**src/rtl/moving_average_ring_if.sv**
```systemverilog
// Sample/average bus of the sliding-window averager: enable/data_refresh strobe in,
// registered average with output_pulse strobe out.
interface moving_average_ring_if #(
  parameter int DW = 16
);
  logic                 enable;
  logic                 data_refresh;
  logic                 clear;
  logic                 output_refresh_mode;
  logic [2:0]           win_sel;
  logic signed [DW-1:0] din;
  logic signed [DW-1:0] dout;
  logic                 output_pulse;
  logic                 window_full;

  modport master (
    output enable, data_refresh, clear, output_refresh_mode, win_sel, din,
    input  dout, output_pulse, window_full
  );

  modport slave (
    input  enable, data_refresh, clear, output_refresh_mode, win_sel, din,
    output dout, output_pulse, window_full
  );
endinterface

```
**src/rtl/moving_average_ring.sv**
```systemverilog
// True sliding-window average over 2^k samples (ring buffer + running sum).
// Latency 1: dout/output_pulse register on the edge that accepts the sample; no backpressure.
module moving_average_ring #(
  parameter int DW         = 16,
  parameter int LOG2_MAX_N = 4
) (
  input logic                  clk,
  input logic                  rst_n,
  moving_average_ring_if.slave bus
);
  localparam int SW    = DW + LOG2_MAX_N;
  localparam int DEPTH = 1 << LOG2_MAX_N;

  logic signed [DW-1:0]   mem [DEPTH];

  logic signed [SW-1:0]   sum_q, sum_d;
  logic [LOG2_MAX_N:0]    fill_q, fill_d;
  logic [LOG2_MAX_N-1:0]  wr_ptr_q, wr_ptr_d;
  logic [LOG2_MAX_N-1:0]  phase_q, phase_d;
  logic [2:0]             k_q, k_d;
  logic signed [DW-1:0]   dout_q, dout_d;
  logic                   pulse_q, pulse_d;
  logic                   full_q, full_d;

  logic [2:0]             k_eff;
  logic [LOG2_MAX_N:0]    n_val;
  logic [LOG2_MAX_N-1:0]  last_phase;
  logic [LOG2_MAX_N-1:0]  rd_idx;
  logic                   win_chg;
  logic                   accept;
  logic signed [SW-1:0]   sum_base, din_ext, oldest_ext, sum_next;
  logic [LOG2_MAX_N:0]    fill_base, fill_next;
  logic [LOG2_MAX_N-1:0]  phase_base;

  assign k_eff      = ({29'd0, bus.win_sel} > LOG2_MAX_N) ? 3'(LOG2_MAX_N) : bus.win_sel;
  assign n_val      = (LOG2_MAX_N+1)'(1) << k_eff;
  assign last_phase = LOG2_MAX_N'(n_val - 1'b1);
  assign win_chg    = bus.enable && (k_eff != k_q);
  assign accept     = bus.enable && bus.data_refresh && !bus.clear;

  // A window change restarts history, and a same-cycle sample opens the new window.
  assign sum_base   = win_chg ? '0 : sum_q;
  assign fill_base  = win_chg ? '0 : fill_q;
  assign phase_base = win_chg ? '0 : phase_q;

  // At N = DEPTH the index wraps onto wr_ptr itself: the slot about to be overwritten.
  assign rd_idx     = wr_ptr_q - n_val[LOG2_MAX_N-1:0];
  assign din_ext    = {{LOG2_MAX_N{bus.din[DW-1]}}, bus.din};
  assign oldest_ext = (fill_base >= n_val) ? {{LOG2_MAX_N{mem[rd_idx][DW-1]}}, mem[rd_idx]} : '0;
  assign sum_next   = sum_base + din_ext - oldest_ext;
  assign fill_next  = (fill_base < n_val) ? fill_base + 1'b1 : fill_base;

  always_comb begin
    sum_d    = sum_q;
    fill_d   = fill_q;
    wr_ptr_d = wr_ptr_q;
    phase_d  = phase_q;
    k_d      = k_q;
    dout_d   = dout_q;
    full_d   = full_q;
    pulse_d  = 1'b0;
    if (bus.enable) begin
      k_d = k_eff;
      if (bus.clear || win_chg) begin
        sum_d   = '0;
        fill_d  = '0;
        phase_d = '0;
        full_d  = 1'b0;
      end
      if (accept) begin
        sum_d    = sum_next;
        fill_d   = fill_next;
        wr_ptr_d = wr_ptr_q + 1'b1;
        phase_d  = (phase_base == last_phase) ? '0 : phase_base + 1'b1;
        dout_d   = DW'(sum_next >>> k_eff);
        full_d   = (fill_next >= n_val);
        pulse_d  = bus.output_refresh_mode || (phase_base == last_phase);
      end
    end
  end

  always_ff @(posedge clk or negedge rst_n) begin
    if (!rst_n) begin
      sum_q    <= '0;
      fill_q   <= '0;
      wr_ptr_q <= '0;
      phase_q  <= '0;
      k_q      <= '0;
      dout_q   <= '0;
      pulse_q  <= 1'b0;
      full_q   <= 1'b0;
    end else begin
      sum_q    <= sum_d;
      fill_q   <= fill_d;
      wr_ptr_q <= wr_ptr_d;
      phase_q  <= phase_d;
      k_q      <= k_d;
      dout_q   <= dout_d;
      pulse_q  <= pulse_d;
      full_q   <= full_d;
    end
  end

  // Sample storage is deliberately unreset; fill decides which entries are valid.
  always_ff @(posedge clk) begin
    if (accept) mem[wr_ptr_q] <= bus.din;
  end

  assign bus.dout         = dout_q;
  assign bus.output_pulse = pulse_q;
  assign bus.window_full  = full_q;
endmodule

```
**src/flat_wrapper.sv**
```systemverilog
// flat-port wrapper written by rule: the top's interface ports become plain ports
module moving_average_ring_flat 
#(
  parameter int DW         = 16,
  parameter int LOG2_MAX_N = 4
)
  (clk, rst_n, bus_enable, bus_data_refresh, bus_clear, bus_output_refresh_mode, bus_win_sel, bus_din, bus_dout, bus_output_pulse, bus_window_full);
  moving_average_ring_if #(.DW(DW)) bus_i ();
  input logic clk;
  input logic rst_n;
  input wire logic [$bits(bus_i.enable)-1:0] bus_enable;
  input wire logic [$bits(bus_i.data_refresh)-1:0] bus_data_refresh;
  input wire logic [$bits(bus_i.clear)-1:0] bus_clear;
  input wire logic [$bits(bus_i.output_refresh_mode)-1:0] bus_output_refresh_mode;
  input wire logic [$bits(bus_i.win_sel)-1:0] bus_win_sel;
  input wire logic [$bits(bus_i.din)-1:0] bus_din;
  output wire logic [$bits(bus_i.dout)-1:0] bus_dout;
  output wire logic [$bits(bus_i.output_pulse)-1:0] bus_output_pulse;
  output wire logic [$bits(bus_i.window_full)-1:0] bus_window_full;
  assign bus_i.enable = bus_enable;
  assign bus_i.data_refresh = bus_data_refresh;
  assign bus_i.clear = bus_clear;
  assign bus_i.output_refresh_mode = bus_output_refresh_mode;
  assign bus_i.win_sel = bus_win_sel;
  assign bus_i.din = bus_din;
  assign bus_dout = bus_i.dout;
  assign bus_output_pulse = bus_i.output_pulse;
  assign bus_window_full = bus_i.window_full;
  moving_average_ring #(.DW(DW), .LOG2_MAX_N(LOG2_MAX_N)) u_core (.clk(clk), .rst_n(rst_n), .bus(bus_i));
endmodule
```
**config.mk**
```make
export PLATFORM = sky130hd
export DESIGN_NAME = moving_average_ring_flat
export DESIGN_NICKNAME = d
export VERILOG_FILES = /design/src/rtl/moving_average_ring_if.sv /design/src/rtl/moving_average_ring.sv /design/src/flat_wrapper.sv
export SDC_FILE = /design/constraint.sdc
export NUM_CORES = 1
export LEC_CHECK = 0
export ABC_AREA = 1
export CAP_MARGIN = 20
export CORE_MARGIN = 8
export CORE_UTILIZATION = 30
export DETAILED_ROUTE_END_ITERATION = 8
export GPL_TIMING_DRIVEN = 0
export HOLD_SLACK_MARGIN = 0.06
export PLACE_DENSITY = 0.56
export SETUP_SLACK_MARGIN = 0.15
export SLEW_MARGIN = 20
export SYNTH_ARGS = -nofsm -noshare
export SYNTH_HDL_FRONTEND = slang
export SYNTH_SLANG_ARGS = --single-unit
```
**constraint.sdc**
```tcl
create_clock -name clk -period 4.25 [get_ports clk]
set_input_delay 0.6375 -clock clk [delete_from_list [all_inputs] [get_ports clk]]
set_output_delay 0.6375 -clock clk [all_outputs]
set_load 0.05 [all_outputs]
```
==> results of run 1 <==
routing by layer:
| layer | vias up | part of all wire (%) |
|---|---|---|
| li1 | 5464 | - |
| met1 | 5808 | 44 |
| met2 | 361 | 47 |
| met3 | 66 | 5.8 |
| met4 | 0 | 2.7 |
| met5 | - | 0 |
worst max-delay path, delay by kind of cell:
family | cells | cell delay, ps
buf+inv | 12 | 1030
simple gates | 14 | 1410
compound gates | 4 | 560
fa+ha+maj | 5 | 1450
synth_stat cells (10+ instances only):
master	n	area share, %
inv_1	116	2.9
nor2_1	74	1.8
buf_2	11	0.36
edfxtp_1	256	50
ha_1	40	3.3
xor2_1	11	0.63
a21oi_1	114	3.7
o22ai_1	10	0.41
a22oi_1	30	1.5
dfrtp_1	54	8.9
xnor2_1	10	0.57
nand3_1	86	2.8
o21ai_0	60	2.0
a32o_1	31	2.0
nand2_1	452	11
fa_1	20	2.6
clkbuf_1	45	1.1
state kept, by name, indices dropped and copies added (netlist names):
register	flops
u_core.wr_ptr_q	4
u_core.bus.dout	16
u_core.mem	256
u_core.bus.output_pulse	1
u_core.k_q	3
u_core.bus.window_full	1
u_core.fill_q	5
u_core.phase_q	4
u_core.sum_q	20
layout make-up:
class	count	area (um2)	area share (%)
Multi-Input combinational cell	997	6980	34.7
Timing Repair Buffer	114	1170	5.82
Clock inverter	14	133	0.660
Clock buffer	45	913	4.55
Inverter	121	487	2.42
Tap cell	672	841	4.19
Sequential cell	310	9040	45.0
Buffer	68	532	2.65
stage by stage:
| stage | utilization, % | TNS [ps] |
|---|---|---|
| 6_report | 40.0 | -7650 |
| 5_1_grt | 40.0 | -12470 |
| 4_1_cts | 38.7 | -3550 |
| 3_5_place_dp | 34.0 | -71010 |
| 3_3_place_gp | 33.5 | -70220 |
| 2_1_floorplan | - | -7130 |
how the worst min path moves through the flow:
stage / end / slack, ps / cells past startpoint
after floorplan: u_core.bus.dout[0]$_DFFE_PN0P_ / 340 / 0
after global placement: u_core.sum_q[11]$_DFFE_PN0P_ / 460 / 2
after detailed placement: u_core.sum_q[0]$_DFFE_PN0P_ / 460 / 2
after CTS: u_core.bus.dout[15]$_DFFE_PN0P_ / 180 / 1
after global routing: u_core.bus.dout[15]$_DFFE_PN0P_ / 230 / 1
final: u_core.bus.dout[15]$_DFFE_PN0P_ / 170 / 1
logic make-up after synthesis:
family | Yosys count
and+or+nand+nor | 647
AOI/OAI and AO/OA | 266
xor gates and xnor gates | 23
adders and majority gates | 60
DFF | 310
muxes | 1
buffers and inverters | 189
repair_timing:
item / 4_1_cts / 5_1_grt
endpoints found under the setup margin: 36 / 34
setup buffers: 36 / 18
cloned: 4 / 0
pin swaps: 57 / 85
hold buffers: 0 / 0
endpoints found under the hold margin: 0 / 0
resized for setup: 290 / 144
==> impl_metrics.env, run 1 <==
export IMPL_synth_top_family_by_area="simple AND/OR/NAND/NOR gates"
export IMPL_cp_data_arrival_time_ps=5150
export IMPL_io_buffers=41
export IMPL_grtUsageTotal_pct=16.2
export IMPL_cts_root_buf="clkbuf_16"
export IMPL_start_kind="input pin"
export IMPL_grt_util_met2_pct=26.4
export IMPL_synth_mux_area_fraction_pct=0.0739
export IMPL_synth_edf_count=256
export IMPL_grt_pass1_vias=11900
export IMPL_rsz0062_at_grt="yes"
export IMPL_worst_pin_slew_ps=956
export IMPL_synth_adder_area_share_pct=5.91
export IMPL_met1_usage_pct=21.8
export IMPL_syn_avg_cell_area_um2=10.2
export IMPL_nNetsFinal=1732
export IMPL_start_util_pct=30.4
export IMPL_crit_end="u_core.bus.dout[10]$_DFFE_PN0P_"
export IMPL_status="finished with violations"
export IMPL_setup_slack_ps=-432
export IMPL_synth_xor_area_share_pct=1.42
export IMPL_top_usage_layer="met2"
export IMPL_antenna_found_initial=0
export IMPL_grt_max_degree=55
export IMPL_max_freq_mhz=214
export IMPL_dp_cells=2224
export IMPL_die_y_um=241
export IMPL_h_tree_depth=2
export IMPL_ys_warn_count=0
export IMPL_die_w_um=241
export IMPL_core_area_um2=50200
export IMPL_crit_required_ps=4720
export IMPL_post_route_cell_area_um2=20100
export IMPL_synth_cells=1496
export IMPL_stdcell_count=2341
export IMPL_row_count=82
export IMPL_hold_viol=0
export IMPL_ys_async_sr_fraction_pct=17.4
export IMPL_drc=0
export IMPL_layout_common_cells="nand2_1, edfxtp_1, inv_1"
export IMPL_num_io_pins=43
export IMPL_area_growth_pct=31.8
export IMPL_routedWlPerCell_um=20.3
export IMPL_vias=11700
export IMPL_final_period_utilization_pct=110
export IMPL_dr_pass1_iters=5
export IMPL_drt_iter0_markers=1006
export IMPL_drt_total_wl_mm=47.5
export IMPL_clock_skew_ps=16.8
export IMPL_critical_path_class="in -> reg"
export IMPL_antenna_left=0
export IMPL_grt_pass1_wl_mm=71.8
export IMPL_synth_compound_area_share_pct=10.8
export IMPL_synth_nets=1581
export IMPL_max_slew_margin_pct=36.1
export IMPL_hold_class="in -> async"
export IMPL_ff2ff_setup_slack_ps=-360
export IMPL_dieArea_um2=58300
export IMPL_clkLatencyLatePin_ps=530
export IMPL_grt_ovfl_total=0
export IMPL_hpwl_mm=32.3
export IMPL_yosys_area_share_simple_pct=17.6
export IMPL_cts_max_path_buffers=3
export IMPL_final_common_cell="nand2_1"
export IMPL_hold_slack_ps=167
export IMPL_via_per_inst=5.00
export IMPL_cts_sinks=310
export IMPL_synth_main_ff_cell="edfxtp_1"
export IMPL_min_period_ps=4680
export IMPL_synth_seq_cells=310
export IMPL_max_stage_delay_ps=460
export IMPL_cts_made_buffers=35
export IMPL_place_area_um2=17100
export IMPL_drive_gt1_share_pct=30.1
export IMPL_final_setup_viol_count=29
export IMPL_grt_use_met3_pct=2.80
export IMPL_globalplace_congestion=0.865
export IMPL_dp_slack_ps=-2330
export IMPL_crit_path_start="bus_win_sel[1]"
export IMPL_path_max_fanout=7
export IMPL_worst_path_max_delay_cell="fa_1"
export IMPL_yosysSeqAreaShare_pct=59.3
export IMPL_slew_viol_final=0
export IMPL_fillers=4777
export IMPL_crit_path_end_kind="register"
export IMPL_r2r_start="u_core.wr_ptr_q[0]$_DFFE_PN0P_"
export IMPL_cts_tree="yes"
export IMPL_clk_pin_slew_ps=60
export IMPL_synth_cell_types=48
export IMPL_maxCapViolCount=0
export IMPL_diodes=0
export IMPL_violations="negative setup slack"
export IMPL_r2r_end="u_core.bus.dout[10]$_DFFE_PN0P_"
export IMPL_rr_worst_depth=32
export IMPL_cp_common_cell="inv_2"
export IMPL_synthesis_area_um2=15200
Power of run 1 is not shown: default switching activity piles up to over one toggle a cycle in this logic, so the estimate is an artifact.
==> run 2, diff against run 1 <==
- RECOVER_POWER: default -> 50
==> impl_metrics.env, run 2 (synthesis gave the netlist of run 1 again) <==
export IMPL_ff2ff_setup_slack_ps=-360
export IMPL_r2r_end="u_core.bus.dout[10]$_DFFE_PN0P_"
export IMPL_dp_slack_ps=-2330
export IMPL_drt_total_wl_mm=47.5
export IMPL_rsz0062_at_grt="yes"
export IMPL_final_setup_viol_count=29
export IMPL_maxCapViolCount=1
export IMPL_crit_required_ps=4720
export IMPL_die_y_um=241
export IMPL_dr_pass1_iters=5
export IMPL_drt_iter0_markers=1006
export IMPL_path_buf_inv=12
export IMPL_crit_path_start="bus_win_sel[1]"
export IMPL_grt_pass1_vias=11900
export IMPL_crit_path_end_kind="register"
export IMPL_status="finished with violations"
export IMPL_routedWlPerCell_um=20.3
export IMPL_regMostFlops="u_core.mem"
export IMPL_start_util_pct=30.4
export IMPL_slew_viol_final=55
export IMPL_max_stage_delay_ps=460
export IMPL_io_buffers=41
export IMPL_post_route_cell_area_um2=20100
export IMPL_hold_viol=0
export IMPL_rr_worst_depth=32
export IMPL_grt_ovfl_total=0
export IMPL_h_tree_depth=2
export IMPL_grt_pass1_wl_mm=71.8
export IMPL_clk_pin_slew_ps=60
export IMPL_cp_data_arrival_time_ps=5150
export IMPL_final_period_utilization_pct=110
export IMPL_area_growth_pct=31.8
export IMPL_hold_slack_ps=475
export IMPL_largest_reg_flops=256
export IMPL_hold_class="reg -> reg"
export IMPL_num_io_pins=43
export IMPL_globalplace_congestion=0.865
export IMPL_via_per_inst=5.00
export IMPL_worst_pin_slew_ps=3050
export IMPL_antenna_found_initial=0
export IMPL_critical_path_class="in -> reg"
export IMPL_holdBufCountCts=0
export IMPL_register_area_um2=9040
export IMPL_drive_gt1_share_pct=30.1
export IMPL_violations="max-capacitance violations, max-slew violations, negative setup slack"
export IMPL_clock_skew_ps=16.8
export IMPL_max_slew_margin_pct=-103
export IMPL_layout_common_cells="nand2_1, edfxtp_1, inv_1"
export IMPL_crit_family="adder cells"
export IMPL_cts_made_buffers=35
export IMPL_drc=0
export IMPL_cp_common_cell="inv_2"
export IMPL_crit_cells=35
export IMPL_row_count=82
export IMPL_cts_root_buf="clkbuf_16"
export IMPL_crit_end="u_core.bus.dout[10]$_DFFE_PN0P_"
export IMPL_grtUsageTotal_pct=16.2
export IMPL_grt_max_degree=55
export IMPL_clkLatencyLatePin_ps=530
export IMPL_antenna_left=0
export IMPL_fillers=4776
export IMPL_start_kind="input pin"
export IMPL_core_area_um2=50200
export IMPL_cts_tree="yes"
export IMPL_hpwl_mm=32.3
export IMPL_multi_input_comb_area_um2=6980
export IMPL_cts_sinks=310
export IMPL_place_area_um2=17100
export IMPL_nNetsFinal=1732
export IMPL_dieArea_um2=58300
export IMPL_diodes=0
export IMPL_r2r_start="u_core.wr_ptr_q[0]$_DFFE_PN0P_"
export IMPL_max_freq_mhz=214
export IMPL_cts_max_path_buffers=3
export IMPL_worst_path_max_delay_cell="fa_1"
export IMPL_vias=11700
export IMPL_setup_slack_ps=-431
export IMPL_die_w_um=241
export IMPL_final_common_cell="nand2_1"
export IMPL_min_period_ps=4680
export IMPL_path_max_fanout=7
run 2: cell count changes in the layout (fill, tap and decap cells not counted):
| cell | change |
|---|---|
| dlygate4sd3_1 | +1 |
| buf_4 | -1 |
| clkbuf_1 | +1 |
| clkdlybuf4s50_1 | -1 |
run 2: area by class of cell:
cell class | count | area share [%]
tap | 672 | 4.19
inverter | 121 | 2.42
clock buffer | 45 | 4.55
multi-input combinational | 997 | 34.7
timing repair buffer | 114 | 5.81
clock inverter | 14 | 0.660
buffer | 68 | 2.65
sequential | 310 | 45.0
run 2: how the worst min path moves through the flow:
stage / from / to / depth (start not counted)
after CTS: rst_n / u_core.bus.dout[15]$_DFFE_PN0P_ / 1
after global placement: u_core.sum_q[11]$_DFFE_PN0P_ / u_core.sum_q[11]$_DFFE_PN0P_ / 2
final: u_core.sum_q[0]$_DFFE_PN0P_ / u_core.sum_q[0]$_DFFE_PN0P_ / 2
after floorplan: rst_n / u_core.bus.dout[0]$_DFFE_PN0P_ / 0
after global routing: u_core.sum_q[0]$_DFFE_PN0P_ / u_core.sum_q[0]$_DFFE_PN0P_ / 2
after detailed placement: u_core.sum_q[0]$_DFFE_PN0P_ / u_core.sum_q[0]$_DFFE_PN0P_ / 2
run 2: metal layers:
layer	wire, um	global-route usage (%)
met3	2750	2.80
met5	0	0
met2	22400	26.4
met4	1280	4.90
met1	21100	21.8
run 2: per-stage QoR:
step / instances / utilization [%] / TNS (ps)
floorplan: 1496 / - / -7130
global placement: 2209 / 33.5 / -70220
detailed placement: 2224 / 34.0 / -71010
CTS: 2323 / 38.7 / -3550
global route: 2341 / 40.0 / -12470
finish: 2341 / 40.0 / -7640
run 2: what timing repair did:
action / CTS / global route
gates cloned: 4 / 0
gates resized for setup: 290 / 144
setup buffers: 36 / 18
pin swaps: 57 / 85
endpoints found under the setup margin: 36 / 34
run 2: worst reg2reg max path, delay by kind of cell, from the launching register on:
family                   cells  cell delay (ps)
adder cells (fa/ha/maj)      5             1430
AND/OR/NAND/NOR             12             1110
buffers and inverters       11             1010
AO/OA/AOI/OAI                4              560
flip-flops                   1              430
Power of run 2 is left out for the same reason.
==> run 3, diff against run 2 <==
- CORE_MARGIN: 8 -> 1.5
- CTS_CLUSTER_SIZE: default -> 20
==> impl_metrics.env, run 3 (synthesis gave the netlist of run 1 again) <==
export IMPL_status="finished with violations"
export IMPL_violations="max-capacitance violations, max-slew violations, negative setup slack"
export IMPL_max_stage_delay_ps=610
export IMPL_dp_slack_ps=-2290
export IMPL_antenna_found_initial=0
export IMPL_grt_use_met3_pct=2.61
export IMPL_cts_root_buf="clkbuf_16"
export IMPL_maxCapViolCount=1
export IMPL_grt_max_degree=44
export IMPL_die_w_um=228
export IMPL_met1_usage_pct=24.7
export IMPL_hold_viol=0
export IMPL_slew_viol_final=44
export IMPL_antenna_left=0
export IMPL_drc=0
export IMPL_final_common_cell="nand2_1"
export IMPL_h_tree_depth=2
export IMPL_max_slew_margin_pct=-61.2
export IMPL_worst_path_max_delay_cell="fa_1"
export IMPL_regMostFlops="u_core.mem"
export IMPL_vias=11900
export IMPL_grt_util_met2_pct=29.6
export IMPL_drt_iter0_markers=1048
export IMPL_grtUsageTotal_pct=18.0
export IMPL_area_growth_pct=32.0
export IMPL_clkLatencyLatePin_ps=540
export IMPL_fin_util_pct=40.1
export IMPL_nNetsFinal=1739
export IMPL_hp_start="bus_win_sel[2]"
export IMPL_drive_gt1_share_pct=29.8
export IMPL_max_freq_mhz=218
export IMPL_critical_path_class="in -> reg"
export IMPL_dr_pass1_iters=5
export IMPL_num_io_pins=43
export IMPL_routedWlPerCell_um=20.2
export IMPL_hpwl_mm=32.0
export IMPL_cts_made_buffers=34
export IMPL_rsz0062_at_grt="yes"
export IMPL_cts_sinks=310
export IMPL_fillers=4848
export IMPL_dieArea_um2=52200
export IMPL_row_count=82
export IMPL_clock_skew_ps=12.4
export IMPL_grt_ovfl_total=0
export IMPL_globalplace_congestion=0.879
export IMPL_grt_pass1_wl_mm=71.8
export IMPL_crit_path_end_kind="register"
export IMPL_crit_path_start="bus_win_sel[1]"
export IMPL_diodes=0
export IMPL_start_util_pct=30.4
export IMPL_start_kind="input pin"
export IMPL_worst_pin_slew_ps=2420
export IMPL_min_period_ps=4590
export IMPL_cts_max_path_buffers=3
export IMPL_largest_reg_flops=256
export IMPL_via_per_inst=5.05
export IMPL_hold_slack_ps=451
export IMPL_core_area_um2=50200
export IMPL_final_period_utilization_pct=108
export IMPL_final_setup_viol_count=28
export IMPL_r2r_start="u_core.wr_ptr_q[0]$_DFFE_PN0P_"
export IMPL_hold_class="in -> reg"
export IMPL_crit_required_ps=4720
export IMPL_setup_slack_ps=-339
export IMPL_grt_pass1_vias=11800
export IMPL_layout_common_cells="nand2_1, edfxtp_1, a21oi_1"
export IMPL_io_buffers=41
export IMPL_path_max_fanout=10
export IMPL_clk_pin_slew_ps=60
export IMPL_top_usage_layer="met2"
export IMPL_die_y_um=228
export IMPL_cts_tree="yes"
export IMPL_drt_total_wl_mm=47.6
export IMPL_cp_data_arrival_time_ps=5060
run 3: cell types whose count changed in the layout (fill, tap and decap cells not counted), sizes merged:
cell,change
dlygate4sd3,+15
clkdlybuf4s50,-14
buf,+5
clkinvlp,+2
bufinv,+1
clkinv,+1
run 3: critical path, delay by kind of cell:
family | cells | cell delay (ps)
AOI/OAI and AO/OA | 3 | 580
adders and majority gates | 4 | 1500
buffers and inverters | 9 | 900
and+or+nand+nor | 15 | 1430
run 3: final timing paths:
kind	to	slack, ps	depth (start not counted)
max	u_core.bus.dout[12]$_DFFE_PN0P_	-340	31
min	u_core.k_q[2]$_DFFE_PN0P_	450	3
max reg2reg	u_core.bus.dout[12]$_DFFE_PN0P_	-280	28
min reg2reg	u_core.bus.dout[11]$_DFFE_PN0P_	480	2
max in group asynchronous	u_core.wr_ptr_q[0]$_DFFE_PN0P_	740	3
min in group asynchronous	u_core.bus.dout[15]$_DFFE_PN0P_	630	2
run 3: routing by layer:
layer	routed length, um	vias to the layer above
met4	1200	0
met5	0	-
met3	2930	86
met1	20800	5918
met2	22600	392
li1	-	5483
run 3: repair_timing:
action / in CTS / in global routing
cloned: 1 / 3
setup endpoints to repair: 36 / 34
buffers inserted: 47 / 13
hold endpoints to repair: 11 / 0
resized for setup: 277 / 131
pin swaps: 95 / 73
hold buffers: 1 / 0
run 3: area by class of cell:
cell class              count  area (um2)  share of cell area [%]
plain buffers              68         532                    2.64
clock buffers              43         916                    4.55
clock inverters            18         186                   0.927
inverters                 121         495                    2.46
multi-input cells         997        6910                    34.4
flip-flops and latches    310        9040                    44.9
well taps                 672         841                    4.18
repair buffers            122        1190                    5.94
run 3: through the flow:
| stage | instance area, um2 | cells | setup TNS, ps |
|---|---|---|---|
| floorplan | 15600 | 1496 | -7130 |
| global placement | 16800 | 2209 | -72050 |
| detailed placement | 17100 | 2225 | -70080 |
| CTS | 19500 | 2335 | -4660 |
| global route | 20100 | 2351 | -11010 |
| finish | 20100 | 2351 | -6080 |
Power of run 3 is left out for the same reason.
